===== config.mk =====
export PLATFORM = sky130hd
export DESIGN_NAME = uart_rx_deserializer
export DESIGN_NICKNAME = d
export VERILOG_FILES = /design/src/rtl/uart_rx_pkg.sv /design/src/rtl/uart_rx_sync.sv /design/src/rtl/uart_rx_deserializer.sv
export SDC_FILE = /design/constraint.sdc
export NUM_CORES = 1
export LEC_CHECK = 0
export BUFFER_PORTS_ARGS = -buffer_cell sky130_fd_sc_hd__buf_2
export CAP_MARGIN = 20
export CORE_ASPECT_RATIO = 0.9
export CORE_UTILIZATION = 60
export DETAILED_ROUTE_END_ITERATION = 8
export MAX_ROUTING_LAYER = met4
export PLACE_DENSITY = 0.85
export SLEW_MARGIN = 30
export SYNTH_ARGS = -nofsm -noshare
export SYNTH_HDL_FRONTEND = slang
export SYNTH_SLANG_ARGS = --single-unit

===== constraint.sdc =====
create_clock -name CLK -period 4.9 [get_ports CLK]
set_clock_uncertainty 0.2 [all_clocks]
set_input_delay 0.98 -clock CLK [delete_from_list [all_inputs] [get_ports CLK]]
set_output_delay 0.98 -clock CLK [all_outputs]
set_load 0.01 [all_outputs]

===== src/rtl/uart_rx_pkg.sv =====
`default_nettype none
// ============================================================================
// Module      : uart_rx_pkg
// Description : Shared definitions for the UART receive path: receiver FSM
//               state encoding and the 16x oversampling tick indices.
// Revision    : 1.0 - initial release
// ============================================================================
package uart_rx_pkg;

    // Oversample tick index used to sample the start bit (middle of the bit).
    localparam logic [3:0] SAMPLE_MID = 4'd7;
    // Last tick index of a 16x bit period; wrapping past it lands mid-bit
    // once the start bit has been centred.
    localparam logic [3:0] OVS_LAST   = 4'd15;

    typedef enum logic [2:0] {
        IDLE   = 3'd0,
        START  = 3'd1,
        DATA   = 3'd2,
        PARITY = 3'd3,
        STOP   = 3'd4,
        WRITE  = 3'd5
    } rx_state_t;

endpackage : uart_rx_pkg
`default_nettype wire


===== src/rtl/uart_rx_sync.sv =====
`default_nettype none
// ============================================================================
// Module      : uart_rx_sync
// Description : Two-flop synchroniser for the asynchronous RX line. Both
//               stages reset to 1 so an idle (high) line is seen during and
//               after reset.
// Ports       : CLK     - system clock
//               RESET_N - asynchronous active-low reset
//               RX      - asynchronous serial input
//               rx_s    - RX synchronised to CLK
// Revision    : 1.0 - initial release
// ============================================================================
module uart_rx_sync (
    input  logic CLK,
    input  logic RESET_N,
    input  logic RX,
    output logic rx_s
);

    logic r_meta;
    logic r_sync;

    always_ff @(posedge CLK or negedge RESET_N) begin
        if (!RESET_N) begin
            r_meta <= 1'b1;
            r_sync <= 1'b1;
        end else begin
            r_meta <= RX;
            r_sync <= r_meta;
        end
    end

    assign rx_s = r_sync;

endmodule : uart_rx_sync
`default_nettype wire


===== src/rtl/uart_rx_deserializer.sv =====
`default_nettype none
// ============================================================================
// Module      : uart_rx_deserializer
// Description : UART receive front end. Oversamples RX with the 16x baud
//               enable, assembles 7/8-bit frames with optional parity and
//               writes each byte to the receive FIFO. Keeps sticky parity,
//               framing and overflow flags.
// Ports       : CLK, RESET_N          - clock, async active-low reset
//               BAUD_EN               - 16x baud enable pulse
//               RX                    - asynchronous serial input
//               BIT8, PARITY_EN,
//               ODD_N_EVEN            - frame format
//               FIFO_FULL             - receive FIFO full flag
//               ERR_CLR               - clears sticky error flags
//               FIFO_WRB, FIFO_DATA   - FIFO write strobe (active low), data
//               PARITY_ERR,
//               FRAMING_ERR, OVERFLOW - sticky error flags
//               RX_BUSY               - frame in progress
// Revision    : 1.0 - initial release
// ============================================================================
module uart_rx_deserializer
    import uart_rx_pkg::*;
(
    input  logic       CLK,
    input  logic       RESET_N,
    input  logic       BAUD_EN,
    input  logic       RX,
    input  logic       BIT8,
    input  logic       PARITY_EN,
    input  logic       ODD_N_EVEN,
    input  logic       FIFO_FULL,
    input  logic       ERR_CLR,
    output logic       FIFO_WRB,
    output logic [7:0] FIFO_DATA,
    output logic       PARITY_ERR,
    output logic       FRAMING_ERR,
    output logic       OVERFLOW,
    output logic       RX_BUSY
);

    logic       w_rx_s;
    rx_state_t  r_state;
    logic [3:0] r_tick;
    logic [2:0] r_bit_cnt;
    logic [7:0] r_shift;
    logic       r_par_acc;   // running XOR of the data bits
    logic       r_par_pend;  // parity error of the current frame
    logic       r_wrb;
    logic [7:0] r_data;
    logic       r_busy;
    logic       r_perr;
    logic       r_ferr;
    logic       r_ovf;

    logic       w_tick_last;
    logic [3:0] w_tick_next;
    logic [2:0] w_last_bit;
    logic [7:0] w_byte;
    logic       w_stop_sample;
    logic       w_set_perr;
    logic       w_set_ferr;
    logic       w_set_ovf;

    uart_rx_sync u_sync (
        .CLK     (CLK),
        .RESET_N (RESET_N),
        .RX      (RX),
        .rx_s    (w_rx_s)
    );

    // After centring on the start bit, every wrap of the tick counter is a
    // mid-bit sample point for data, parity and stop bits.
    assign w_tick_last = BAUD_EN && (r_tick == OVS_LAST);
    assign w_tick_next = (r_tick == OVS_LAST) ? 4'd0 : r_tick + 4'd1;
    assign w_last_bit  = BIT8 ? 3'd7 : 3'd6;

    // Bits are shifted in from the top, so a 7-bit frame ends up in [7:1].
    assign w_byte = BIT8 ? r_shift : {1'b0, r_shift[7:1]};

    // Flags are raised on the stop-bit sample edge, which is the same edge
    // that drops FIFO_WRB, so they become visible together with the write.
    assign w_stop_sample = (r_state == STOP) && w_tick_last;
    assign w_set_perr    = w_stop_sample && r_par_pend;
    assign w_set_ferr    = w_stop_sample && !w_rx_s;
    assign w_set_ovf     = w_stop_sample && FIFO_FULL;

    always_ff @(posedge CLK or negedge RESET_N) begin
        if (!RESET_N) begin
            r_state    <= IDLE;
            r_tick     <= 4'd0;
            r_bit_cnt  <= 3'd0;
            r_shift    <= 8'h00;
            r_par_acc  <= 1'b0;
            r_par_pend <= 1'b0;
            r_wrb      <= 1'b1;
            r_data     <= 8'h00;
            r_busy     <= 1'b0;
        end else begin
            // The strobe is only ever low for the single WRITE cycle.
            r_wrb <= 1'b1;
            case (r_state)
                IDLE: begin
                    if (BAUD_EN && !w_rx_s) begin
                        r_state <= START;
                        r_tick  <= 4'd0;
                        r_busy  <= 1'b1;
                    end
                end
                START: begin
                    if (BAUD_EN) begin
                        if (r_tick == SAMPLE_MID) begin
                            if (w_rx_s) begin
                                // Line back high mid start bit: glitch.
                                r_state <= IDLE;
                                r_busy  <= 1'b0;
                            end else begin
                                r_state    <= DATA;
                                r_tick     <= 4'd0;
                                r_bit_cnt  <= 3'd0;
                                r_par_acc  <= 1'b0;
                                r_par_pend <= 1'b0;
                            end
                        end else begin
                            r_tick <= r_tick + 4'd1;
                        end
                    end
                end
                DATA: begin
                    if (BAUD_EN) begin
                        r_tick <= w_tick_next;
                        if (r_tick == OVS_LAST) begin
                            r_shift   <= {w_rx_s, r_shift[7:1]};
                            r_par_acc <= r_par_acc ^ w_rx_s;
                            r_bit_cnt <= r_bit_cnt + 3'd1;
                            if (r_bit_cnt == w_last_bit) begin
                                r_state <= PARITY_EN ? PARITY : STOP;
                            end
                        end
                    end
                end
                PARITY: begin
                    if (BAUD_EN) begin
                        r_tick <= w_tick_next;
                        if (r_tick == OVS_LAST) begin
                            r_par_pend <= r_par_acc ^ w_rx_s ^ ODD_N_EVEN;
                            r_state    <= STOP;
                        end
                    end
                end
                STOP: begin
                    if (BAUD_EN) begin
                        r_tick <= w_tick_next;
                        if (r_tick == OVS_LAST) begin
                            // Do not wait for the end of the stop bit so a
                            // back-to-back start bit is not missed.
                            r_state <= WRITE;
                            if (!FIFO_FULL) begin
                                r_wrb  <= 1'b0;
                                r_data <= w_byte;
                            end
                        end
                    end
                end
                WRITE: begin
                    r_state <= IDLE;
                    r_busy  <= 1'b0;
                end
                default: begin
                    r_state <= IDLE;
                    r_busy  <= 1'b0;
                end
            endcase
        end
    end

    // Sticky flags: a new error in the same cycle as ERR_CLR wins.
    always_ff @(posedge CLK or negedge RESET_N) begin
        if (!RESET_N) begin
            r_perr <= 1'b0;
            r_ferr <= 1'b0;
            r_ovf  <= 1'b0;
        end else begin
            r_perr <= (r_perr && !ERR_CLR) || w_set_perr;
            r_ferr <= (r_ferr && !ERR_CLR) || w_set_ferr;
            r_ovf  <= (r_ovf  && !ERR_CLR) || w_set_ovf;
        end
    end

    assign FIFO_WRB    = r_wrb;
    assign FIFO_DATA   = r_data;
    assign PARITY_ERR  = r_perr;
    assign FRAMING_ERR = r_ferr;
    assign OVERFLOW    = r_ovf;
    assign RX_BUSY     = r_busy;

endmodule : uart_rx_deserializer
`default_nettype wire


Word level (Yosys, flattened, before mapping)
Index checks and enable logic that the tools add are counted.

Output and inout port bits: 13. Register bits after elaboration: 35. Input port bits: 9. Word-level logic and storage cells: 113.

Bitwise operators: 4. Reduce and logical (&&, ||, !) cells: 26. Add/sub/neg operators: 2. Multiplexer cells: 46. Eq/ne operators: 21.

Operators with widths (count): 2-to-1 mux 3 bit (16); 2-to-1 mux 4 bit (6); != test 2 bit (second input constant) (11); 2-to-1 mux 1 bit (16); case mux 3 bit (5 select lines) (1); case mux 4 bit (3 select lines) (1); AND reduction 6 bit (2); AND reduction 10 bit (1); AND reduction 5 bit (2); logical AND 1 bit (9); 2-to-1 mux 8 bit (1); equality test 3 x 2 -> 1 bit (second input constant) (2); case mux 3 bit (2 select lines) (1); adder 4 x 1 -> 4 bit (second input constant) (1); equality test 4 x 3 -> 1 bit (second input constant) (1); equality test 4 bit (second input constant) (1); != test 2 x 1 -> 1 bit (second input constant) (2); case mux 1 bit (2 select lines) (2); AND reduction 4 bit (1); nonzero test 2 bit (2); adder 3 x 1 -> 3 bit (second input constant) (1); equality test 3 x 1 -> 1 bit (second input constant) (1); equality test 3 bit (1); equality test 3 bit (second input constant) (1); 11 further kinds (16).

Longest topological paths before layout
Gate-level depths: netlist of the first run.

Word-level depth: 6. Depth in mapped cells: 7. Depth with buffers taken out: 6.

Modules after synthesis
A second synthesis of the first run with hierarchy kept.

Cell total of the unflattened synthesis: 168. Area total of the unflattened synthesis: 1775.5 um^2.

By module, submodules not included: uart_rx_deserializer (sequential area each 827.0 um^2, instances 1, cells an instance 166, area each 1722.9 um^2); uart_rx_sync (sequential area each 52.6 um^2, instances 1, cells an instance 2, area each 52.6 um^2).

Least setup slack after synthesis of the first run
No wires, ideal clock.

Path kind: input to register. Start: in BIT8. End: reg r_state[1]. Setup time: 0.129 ns. Data required time: 4.571 ns. Buffers on the path: 1. Arrival: 1.949 ns. Setup slack: 2.622 ns. Cell stages on the path: 6. Cells stage by stage: buf_2 > xor2_1 > o21ai_1 > o2111ai_4 > o21ai_1 > o41ai_2.

Word-level cells in the longest chain between the ends: 4.

RTL lines: start: declaration (line uart_rx_deserializer.sv:28) `input logic BIT8,`; 2-to-1 mux 1 bit (line uart_rx_deserializer.sv:75) `assign w_last_bit = BIT8 ? 3'd7 : 3'd6;`; equality test 3 bit (line uart_rx_deserializer.sv:135) `if (r_bit_cnt == w_last_bit) begin`; != test 2 bit (no line); AND reduction 10 bit (no line); end signal: assignment (line uart_rx_deserializer.sv:136) `r_state <= PARITY_EN ? PARITY : STOP;`; end: declaration (line uart_rx_deserializer.sv:42) `rx_state_t r_state;`.

No other way between the ends. A chain may end at the register's enable or synchronous reset.

Worst setup path in the final report of the first run
Start: in BAUD_EN. End: reg r_data[5], in the netlist FIFO_DATA[5].

Word-level cells in the longest chain between the ends: 1.

RTL lines: start: declaration (line uart_rx_deserializer.sv:26) `input logic BAUD_EN,`; AND reduction 4 bit (no line); end signal: assignment (line uart_rx_deserializer.sv:159) `r_data <= w_byte;`; end: declaration (line uart_rx_deserializer.sv:49) `logic [7:0] r_data;`.

No other way between the ends.

==> flow_summary_export.csv, run 1 <==
group,metric,value,unit
status,run_status,"finished, final reports clean",
finish,nNetsFinal,213,
detailed_routing,routed_wirelength,3209,µm
setup_path,arrival,2.28,ns
place,io_buffers,21,
global_routing,antenna_found_initial,0,
setup_path,timing.rr.end,"FIFO_DATA[5]$_DFFE_PN0P_",
yosys,synth_edf_count,0,
sta,final-max-slew-violation-count,0,
finish,syn_to_final_growth,9.340,%
finish,seqCellArea,879.6,µm²
min_path,min-delay-path-class,"reg2reg",
cts,path_clk_slew,0.11,ns
setup_path,cp-startpoint,"BAUD_EN",
setup_path,worstPathMaxFanout,17,
detailed_routing,vias,1335,
yosys,syn_nets,194,
sta,grt_setup_unrepaired,"no",
setup_path,cp-start-kind,"input port",
yosys,async_reset_ff_share,100.0,%
detailed_routing,drt_iter0_markers,76,
setup_path,r2r_start,"r_tick[0]$_DFFE_PN0P_",
cts,clk_latency,0.34,ns
floorplan,ios,22,
setup_path,r2r_slack,2.77,ns
min_path,holdPathEnd,"u_sync.rx_s$_DFF_PN1_",
yosys,syn_inst,183,
cts,cts_buffers,5,
sta,finalCriticalPeriod,2.210,ns
sta,hold_viol,0,
setup_path,reg2regPathDepth,6,
pwr,power.leakage,0.9525,nW
place,dp_hpwl,2323,µm
finish,n_fill_cell,234,
global_routing,grt_pass1_wl,5257,µm
place,gp_congestion,0.8304,
yosys,synth_cell_types,49,
yosys,yosysWarningCount,0,
global_routing,track_usage,23.87,%
yosys,syn_area_per_cell,9.736,µm²
sta,max_freq,452.4,MHz
cts,cts_setup_buffers,0,
sta,whs,0.1634,ns
detailed_routing,wl_per_cell,13.21,µm
floorplan,die_height,53.70,µm
sta,fin_crit_sh,45.11,%
finish,multi_input_area,793.3,µm²
yosys,synthTopCellsByCount,"nand2_1 (33), dfrtp_1 (32), nor2_1 (15)",
yosys,dominantRegCellSynth,"dfrtp_1",
floorplan,start_util,63.80,%
detailed_routing,drcViolationCount,0,
floorplan,fp-row-count,18,
setup_path,worst-setup-path-type,"in2reg",
finish,antenna_cells,0,
cts,postCtsHoldBufs,0,
setup_path,critPathCaptureType,"flip-flop",
pwr,p_per_area,431.4,nW/µm²
cts,clk_path_buf_depth,2,
min_path,hold_depth,0,
global_routing,grt_pass1_vias,1204,
yosys,yosysSeqAreaShare,49.37,%
job,maxCapViolCount,0,
detailed_routing,ant_nets,0,
yosys,ys_ff_latch,35,
sta,worstMarginPinSlew,0.7377,ns
yosys,netlist.area_leader.share,44.94,%
yosys,yosys-top-cells-area,"dfrtp_1 (45%), nand2_1 (7.0%), dfstp_2 (4.4%), mux2i_1 (3.9%), o21ai_1 (3.9%)",
cts,ctsHtreeMaxLevel,2,
sta,relSlewSlack,50.82,%
floorplan,core,2793,µm²
pwr,irDropWorstVdd,0.2693,mV
detailed_routing,avgViaCountPerCell,5.494,
global_routing,grt_max_degree,36,
detailed_routing,drt_pass1_iterations,4,
setup_path,critPathRequiredTime,4.97,ns
cts,cts_resized,0,
sta,tns,0,ns
sta,setup_viol,0,
floorplan,fp.dieW,59.44,µm
finish,drive_above_1_share,22.17,%
cts,cts.sinks,35,
cts,cts_tree,"yes",
global_routing,grt_overflow,0,
floorplan,die-area,3192,µm²
min_path,worstHoldStart,"u_sync.r_meta$_DFF_PN1_",
cts,cts-root-buf,"clkbuf_4",
yosys,synthesis.area,1782,µm²
yosys,yosysMostFrequentCell,"nand2_1",
yosys,synth_top_cell_by_area,"dfrtp_1",
## worst max-delay path by stage
stage / endpoint / slack, ns
floorplan: r_state[1]$_DFFE_PN0P_ / 2.62
global placement: FIFO_DATA[7]$_DFFE_PN0P_ / 2.45
finish: FIFO_DATA[5]$_DFFE_PN0P_ / 2.69
global route: FIFO_DATA[7]$_DFFE_PN0P_ / 2.57
detailed placement: FIFO_DATA[5]$_DFFE_PN0P_ / 2.36
CTS: FIFO_DATA[5]$_DFFE_PN0P_ / 2.71
## cell usage in the layout, fill, tap and decap left out, drive strengths merged, types with 3 or more instances in the layout
| cell type | instances |
|---|---|
| a21oi | 9 |
| buf | 21 |
| clkbuf | 6 |
| dfrtp | 32 |
| dfstp | 3 |
| inv | 9 |
| mux2i | 7 |
| nand2 | 33 |
| nand2b | 3 |
| nand3 | 7 |
| nor2 | 17 |
| o21ai | 18 |
| xor2 | 3 |
## metrics by stage
step                cells  utilization, %  area (µm²)  worst slack [ns]  power [mW]
floorplan             183               -        1782             2.622      0.5945
global placement      235           66.67        1862             2.454      0.6145
detailed placement    235           66.67        1862             2.361      0.6305
CTS                   243           69.76        1948             2.715      0.8455
global route          243           69.76        1948             2.574      0.8924
finish                243           69.76        1948             2.690      0.8404
## area by class of cell
| class | instances | share of cell area [%] |
|---|---|---|
| clock buffers | 6 | 2.633 |
| well taps | 40 | 2.569 |
| clock inverters | 2 | 1.798 |
| inverters | 9 | 1.734 |
| multi-input cells | 130 | 40.72 |
| flip-flops and latches | 35 | 45.15 |
| repair buffers | 21 | 5.395 |
## worst max-delay path, cell delays in order
cell and delay [ns]:
buf_2 0.13, and4_1 0.25, nand3_1 0.13, nor2_2 0.51
nor2_1 0.13, a21oi_1 0.15
## power by group
| part | switching (mW) | total (mW) | internal [mW] |
|---|---|---|---|
| clock | 0.0971 | 0.218 | 0.121 |
| sequential | 0.0716 | 0.396 | 0.325 |
| combinational | 0.123 | 0.227 | 0.104 |
## logic make-up after synthesis
kind of cell               after synthesis  synth area share [%]
buffers and inverters                   18                 6.109
xor gates and xnor gates                 5                 2.880
DFF                                     35                 49.37
adders and majority gates                2                 1.404
muxes                                    7                 3.933
AOI/OAI and AO/OA                       41                 15.59
and+or+nand+nor                         75                 20.72
## sequential cells by signal, summed over array words and instances (netlist names)
register,flops
r_tick,4
r_state,3
RX_BUSY,1
u_sync.rx_s,1
r_shift,8
u_sync.r_meta,1
FIFO_WRB,1
r_par_pend,1
r_bit_cnt,3
FRAMING_ERR,1
FIFO_DATA,8
r_par_acc,1
PARITY_ERR,1
OVERFLOW,1
## per-layer routing
layer	up-vias	wire length, µm	GRT usage [%]
met5	-	0	-
met4	0	59	12.30
met3	8	118	5.048
met2	28	1514	37.08
met1	635	1517	29.54
li1	664	-	-
No activity file was read; power rests on OpenSTA's default activity.
==> run 2: changes to the inputs <==
--- a/config.mk
+++ b/config.mk
@@ -5,13 +5,14 @@
 export SDC_FILE = /design/constraint.sdc
 export NUM_CORES = 1
 export LEC_CHECK = 0
+export ABC_AREA = 1
 export BUFFER_PORTS_ARGS = -buffer_cell sky130_fd_sc_hd__buf_2
 export CAP_MARGIN = 20
 export CORE_ASPECT_RATIO = 0.9
-export CORE_UTILIZATION = 60
+export CORE_UTILIZATION = 57
 export DETAILED_ROUTE_END_ITERATION = 8
 export MAX_ROUTING_LAYER = met4
-export PLACE_DENSITY = 0.85
+export PLACE_DENSITY = 0.81
 export SLEW_MARGIN = 30
 export SYNTH_ARGS = -nofsm -noshare
 export SYNTH_HDL_FRONTEND = slang
==> constraint.sdc (replaced) <==
create_clock -name CLK -period 2.25 [get_ports CLK]
set_clock_uncertainty 0.2 [all_clocks]
set_input_delay 0.45 -clock CLK [delete_from_list [all_inputs] [get_ports CLK]]
set_output_delay 0.45 -clock CLK [all_outputs]
set_load 0.01 [all_outputs]
==> run 2 against run 1 <==
Net effect:
- register-to-register slack worse by 2.4 ns
- largest power group unchanged
- synthesized cell count is 36% higher
- synthesized area is 4.9% higher
- non-clock buffer count is 3 higher
- cell area is 6.9% higher
- clock-buffer cell count stayed put
- sequential share of layout area is 2.9 points lower
- combinational power grew to 2.8 times the previous value
- wire length is 11% higher
- worst setup slack worse by 2.3 ns
- critical path depth is 4 higher
- hold slack worse by 0.074 ns
==> flow_summary_export.csv, run 2 <==
group,metric,value,unit
status,run_status,"finished, final reports clean",
place,io_buffers,21,
floorplan,fp-row-count,19,
floorplan,core,3090,µm²
cts,cts_buffers,5,
detailed_routing,vias,1618,
yosys,dominantRegCellSynth,"dfrtp_1",
yosys,synthesis.area,1869,µm²
yosys,synth_edf_count,0,
global_routing,met3_usage,5.691,%
place,dp_hpwl,2626,µm
global_routing,grt_pass1_wl,6458,µm
finish,nNetsFinal,287,
min_path,worstHoldStart,"ERR_CLR",
pwr,p_per_area,840.0,nW/µm²
global_routing,grt_overflow,0,
sta,max_freq,536.2,MHz
detailed_routing,drt_iter0_markers,104,
global_routing,use_met1,31.95,%
setup_path,critPathRequiredTime,2.31,ns
yosys,netlist.area_leader.share,42.84,%
detailed_routing,wl_per_cell,11.18,µm
cts,cts_setup_buffers,0,
setup_path,worstPathMaxFanout,9,
setup_path,critPathMaxStageDelay,0.42,ns
cts,cts.sinks,35,
yosys,ys_ff_latch,35,
finish,antenna_cells,0,
global_routing,track_usage,24.84,%
setup_path,r2r_start,"r_tick[0]$_DFFE_PN0P_",
setup_path,path_cells,"ha_1 > nand2_2 > inv_2 > nand2_4 > inv_2 > nand4_2 > nor2_4 > inv_4 > nand2_1 > nand2_1",
setup_path,arrival,1.92,ns
setup_path,r2r_slack,0.39,ns
yosys,synth_cell_types,26,
detailed_routing,routed_wirelength,3568,µm
sta,final-max-slew-violation-count,0,
place,gp_congestion,0.9107,
job,maxCapViolCount,0,
yosys,synth_top_cell_by_area,"dfrtp_1",
yosys,async_reset_ff_share,100.0,%
finish,seqCellArea,879.6,µm²
pwr,irDropWorstVdd,0.6343,mV
cts,ctsHtreeMaxLevel,2,
floorplan,start_util,60.49,%
global_routing,grt_util_met2,36.11,%
yosys,synthTopCellsByCount,"nand2_1 (105), dfrtp_1 (32), inv_1 (26)",
detailed_routing,ant_nets,0,
cts,postCtsHoldBufs,2,
floorplan,fp.dieW,62.37,µm
global_routing,grt.busiest_layer,"met2",
setup_path,cpMaxStageDelayCell,"dfrtp_1",
finish,multi_input_area,848.3,µm²
finish,final_cell_mix,"nand2_1 (105), dfrtp_1 (32), inv_1 (26), buf_2 (21)",
cts,path_clk_slew,0.10,ns
cts,clk_latency,0.36,ns
cts,cts_tree,"yes",
global_routing,grt_max_degree,36,
cts,cts_resized,0,
global_routing,grt_pass1_vias,1479,
sta,relSlewSlack,50.53,%
min_path,min-delay-path-class,"in2reg",
global_routing,antenna_found_initial,0,
setup_path,critPathCaptureType,"flip-flop",
yosys,syn_inst,249,
sta,finalCriticalPeriod,1.865,ns
finish,final_util,67.37,%
sta,setup_viol,0,
finish,layout_commonest_cell,"nand2_1",
sta,fin_crit_sh,82.89,%
finish,syn_to_final_growth,11.38,%
yosys,yosysMostFrequentCell,"nand2_1",
detailed_routing,drt_pass1_iterations,4,
sta,hold_viol,0,
sta,tns,0,ns
floorplan,ios,22,
cts,clk_path_buf_depth,2,
setup_path,cp-startpoint,"r_tick[0]$_DFFE_PN0P_",
sta,grt_setup_unrepaired,"no",
sta,worstMarginPinSlew,0.7421,ns
setup_path,cp-start-kind,"flip-flop",
yosys,syn_area_per_cell,7.507,µm²
floorplan,die-area,3513,µm²
finish,drive_above_1_share,18.41,%
cts,cts-root-buf,"clkbuf_4",
yosys,yosysWarningCount,0,
yosys,syn_nets,260,
floorplan,die_height,56.33,µm
yosys,yosys-top-cells-area,"dfrtp_1 (43%), nand2_1 (21%), inv_1 (5.2%), nand3_1 (4.3%), o21ai_0 (4.3%)",
detailed_routing,drcViolationCount,0,
detailed_routing,avgViaCountPerCell,5.072,
pwr,power.leakage,1.145,nW
yosys,yosysSeqAreaShare,47.05,%
finish,n_fill_cell,286,
setup_path,worst-setup-path-type,"reg2reg",
run 2: cell type report:
class / count / area share (%)
Sequential cell: 35 / 42.25
Multi-Input combinational cell: 180 / 40.75
Timing Repair Buffer: 24 / 6.370
Clock inverter: 2 / 0.6010
Tap cell: 42 / 2.524
Inverter: 30 / 5.529
Clock buffer: 6 / 1.983
run 2: worst paths after layout:
kind | end | depth (start not counted)
max | FIFO_DATA[7]$_DFFE_PN0P_ | 10
min | PARITY_ERR$_DFF_PN0_ | 2
max reg2reg | FIFO_DATA[7]$_DFFE_PN0P_ | 10
min reg2reg | u_sync.rx_s$_DFF_PN1_ | 0
max in group asynchronous | r_shift[4]$_DFFE_PN0P_ | 2
min in group asynchronous | OVERFLOW$_DFF_PN0_ | 2
run 2: cell families after synthesis:
logic type / after synthesis / synth area share (%)
AND/OR/NAND/NOR: 148 / 35.27
flip-flops: 35 / 47.06
buffers and inverters: 34 / 7.564
AO/OA/AOI/OAI: 27 / 7.363
XOR/XNOR: 3 / 1.406
adder cells (fa/ha/maj): 2 / 1.338
run 2: where the power goes:
group          switching [mW]  internal [mW]  total [mW]
Clock                   0.212          0.120       0.332
Sequential             0.0926          0.693       0.785
Combinational           0.419          0.213       0.631
run 2: metrics by stage:
step	cells	cell area (µm²)	hold slack (ns)	power [mW]	setup WS, ns
floorplan	249	1869	-0.04559	1.278	0.6105
global placement	309	2008	0.1455	1.409	0.4623
detailed placement	309	2008	0.1473	1.421	0.4181
CTS	319	2082	0.08219	1.760	0.3855
global route	319	2082	0.1037	1.900	0.2169
finish	319	2082	0.08919	1.749	0.3851
run 2: critical path, delay by kind of cell, from the launching register on:
family / cells / cell delay, ns
AND/OR/NAND/NOR: 6 / 0.69
flip-flops: 1 / 0.42
buffers and inverters: 3 / 0.26
adder cells (fa/ha/maj): 1 / 0.21
run 2: per-layer routing:
metal / routed length, µm / share of wire [%]
met1: 1750 / 49
met2: 1554 / 44
met3: 175 / 4.9
met4: 87 / 2.4
met5: 0 / 0
==> run 3: changes to the inputs <==
--- a/config.mk
+++ b/config.mk
@@ -9,10 +9,10 @@
 export BUFFER_PORTS_ARGS = -buffer_cell sky130_fd_sc_hd__buf_2
 export CAP_MARGIN = 20
 export CORE_ASPECT_RATIO = 0.9
-export CORE_UTILIZATION = 57
+export CORE_UTILIZATION = 52
 export DETAILED_ROUTE_END_ITERATION = 8
 export MAX_ROUTING_LAYER = met4
-export PLACE_DENSITY = 0.81
+export PLACE_DENSITY = 0.78
 export SLEW_MARGIN = 30
 export SYNTH_ARGS = -nofsm -noshare
 export SYNTH_HDL_FRONTEND = slang
==> constraint.sdc (replaced) <==
create_clock -name CLK -period 1.6 [get_ports CLK]
set_clock_uncertainty 0.2 [all_clocks]
set_input_delay 0.32 -clock CLK [delete_from_list [all_inputs] [get_ports CLK]]
set_output_delay 0.32 -clock CLK [all_outputs]
set_load 0.01 [all_outputs]
==> run 3 against run 2 <==
Net effect:
- sequential power grew 38%
- the flow now finishes with violations (setup timing)
- global-route usage rose by 0.74 points
- wire length increased by 25%
- hold slack got worse by 0.059 ns
- worst setup slack lost 0.44 ns
==> flow_summary_export.csv, run 3 (synthesized netlist as in run 2, its figures left out) <==
group,metric,value,unit
sta,finalCriticalPeriod,1.650,ns
detailed_routing,wl_per_cell,12.93,µm
global_routing,antenna_found_initial,0,
pwr,pwr-share-seq,35.5,%
global_routing,grt_pass1_vias,1549,
detailed_routing,ant_nets,0,
global_routing,grt_max_degree,23,
place,dp_hpwl,3059,µm
detailed_routing,drcViolationCount,0,
cts,cts_buffers,5,
pwr,switchingPower,1.203,mW
place,post_dp_cell_area,2165,µm²
setup_path,arrival,1.63,ns
setup_path,worst-setup-path-type,"reg2reg",
sta,relSlewSlack,76.47,%
setup_path,path_cells,"nor2_4 > nand2_1 > nand3_2 > nand2_1 > nand2_2 > nor2_4 > nand2_1 > nand2_1",
status,run_status,"finished, violations left",
sta,final-max-slew-violation-count,0,
sta,whs,0.03030,ns
floorplan,die_height,58.88,µm
job,maxCapViolCount,0,
sta,hold_viol,0,
cts,cts-root-buf,"clkbuf_8",
floorplan,fp.dieW,65.20,µm
setup_path,critPathCaptureType,"flip-flop",
sta,setup_ws,-0.05048,ns
detailed_routing,drt_pass1_iterations,4,
global_routing,grt_overflow,0,
sta,fin_crit_sh,103.2,%
floorplan,fp-row-count,20,
sta,setup_viol,16,
detailed_routing,drt_iter0_markers,117,
pwr,power.total,3.050,mW
status,violations,"setup timing",
detailed_routing,met2_length,2079,µm
setup_path,critPathMaxStageDelay,0.47,ns
sta,max_freq,605.9,MHz
min_path,min-delay-path-class,"in2reg",
finish,layout_commonest_cell,"nand2_1",
detailed_routing,routed_wirelength,4462,µm
place,gp_congestion,0.8638,
sta,worstMarginPinSlew,0.3529,ns
cts,cts.sinks,35,
setup_path,critPathRequiredTime,1.58,ns
finish,nNetsFinal,311,
detailed_routing,avgViaCountPerCell,5.241,
cts,path_clk_slew,0.07,ns
finish,antenna_cells,0,
cts,clk_latency,0.30,ns
global_routing,grt_pass1_wl,6989,µm
cts,ctsHtreeMaxLevel,2,
finish,syn_to_final_growth,28.38,%
pwr,power.leakage,1.286,nW
setup_path,cpMaxStageDelayCell,"dfrtp_2",
cts,clk_path_buf_depth,2,
detailed_routing,wl_met3,234,µm
floorplan,core,3403,µm²
cts,cts_tree,"yes",
pwr,clkPwrFrac,22.7,%
pwr,switching_share,39.45,%
floorplan,start_util,54.93,%
setup_path,crit_top_cell,"nand2_1",
finish,final_cell_mix,"nand2_1 (96), dfrtp_1 (30), inv_1 (24), buf_2 (21), buf_4 (21)",
global_routing,track_usage,25.57,%
place,pre_cts_ws,-0.08337,ns
setup_path,worstPathMaxFanout,6,
floorplan,die-area,3839,µm²
pwr,p_int,1.846,mW
pwr,p_per_area,1271,nW/µm²
pwr,irDropWorstVdd,1.097,mV
sta,grt_setup_unrepaired,"yes",
detailed_routing,vias,1808,
finish,drive_above_1_share,31.23,%
setup_path,cp-start-kind,"flip-flop",
place,io_buffers,21,
detailed_routing,routed.top_layer,"met4",
detailed_routing,drt-met1-wl,2028,µm
finish,fin_area,2400,µm²
finish,n_fill_cell,269,
pwr,combPwrFrac,41.7,%
floorplan,ios,22,
==> run 3: cell count changes in the layout (fill, tap and decap cells not counted), moves of 3 or more <==
cell	change
nand2_1	-9
nand2_2	+8
clkbuf_4	-5
o21ai_1	+3
buf_4	+20
clkbuf_8	+6
o21ai_0	-5
==> run 3: critical path, delay by kind of cell, from the launching register on <==
kind	cells	cell delay, ns
AND/OR/NAND/NOR	8	0.85
flip-flops	1	0.47
==> run 3: repair_timing <==
action	in CTS	in global routing
setup endpoints to repair	24	31
resized for setup	6	22
pin swaps	2	8
buffers inserted	2	4
hold endpoints to repair	12	0
hold buffers	2	0
gates cloned	1	0
==> run 3: through the flow <==
step / setup TNS [ns] / cells / util, %
2_1_floorplan: -0.2615 / 249 / -
3_3_place_gp: -0.1487 / 328 / 63.60
3_5_place_dp: -0.6619 / 328 / 63.60
4_1_cts: -0.1883 / 341 / 67.94
5_1_grt: -2.107 / 345 / 70.51
6_report: -0.4455 / 345 / 70.51
==> run 3: path summary, 6_finish.rpt <==
kind	start	end	slack [ns]	depth (start not counted)
worst max-delay path	r_state[0]$_DFFE_PN0P_	r_state[1]$_DFFE_PN0P_	-0.05	8
worst min-delay path	ERR_CLR	PARITY_ERR$_DFF_PN0_	0.03	2
worst max register to register	r_state[0]$_DFFE_PN0P_	r_state[1]$_DFFE_PN0P_	-0.05	8
worst min register to register	u_sync.r_meta$_DFF_PN1_	u_sync.rx_s$_DFF_PN1_	0.16	0
max in group asynchronous	RESET_N	FIFO_WRB$_DFF_PN1_	0.44	3
min in group asynchronous	RESET_N	r_tick[1]$_DFFE_PN0P_	0.26	2
==> run 3: per-layer routing <==
metal	track usage, %	vias to the layer above
met5	-	-
met4	12.11	0
met3	4.845	14
met2	36.23	54
met1	35.44	859
li1	-	881
==> run 3: cell type report <==
type / instances / area (µm²) / area share (%)
Clock buffer: 6 / 82.58 / 3.441
Timing Repair Buffer: 47 / 325.3 / 13.56
Inverter: 30 / 120.1 / 5.005
Sequential cell: 35 / 882.1 / 36.76
Multi-Input combinational cell: 181 / 918.4 / 38.27
Clock inverter: 2 / 16.27 / 0.6778
Tap cell: 44 / 55.05 / 2.294
==> run 3: power groups by stage <==
stage | registers, mW | logic [mW] | clock network (mW)
6_report | 1.08 | 1.27 | 0.694
5_1_grt | 1.09 | 1.40 | 0.738
4_1_cts | 1.08 | 1.12 | 0.699
3_5_place_dp | 1.09 | 1.07 | 0
3_3_place_gp | 1.09 | 1.06 | 0
2_1_floorplan | 1.08 | 0.727 | 0
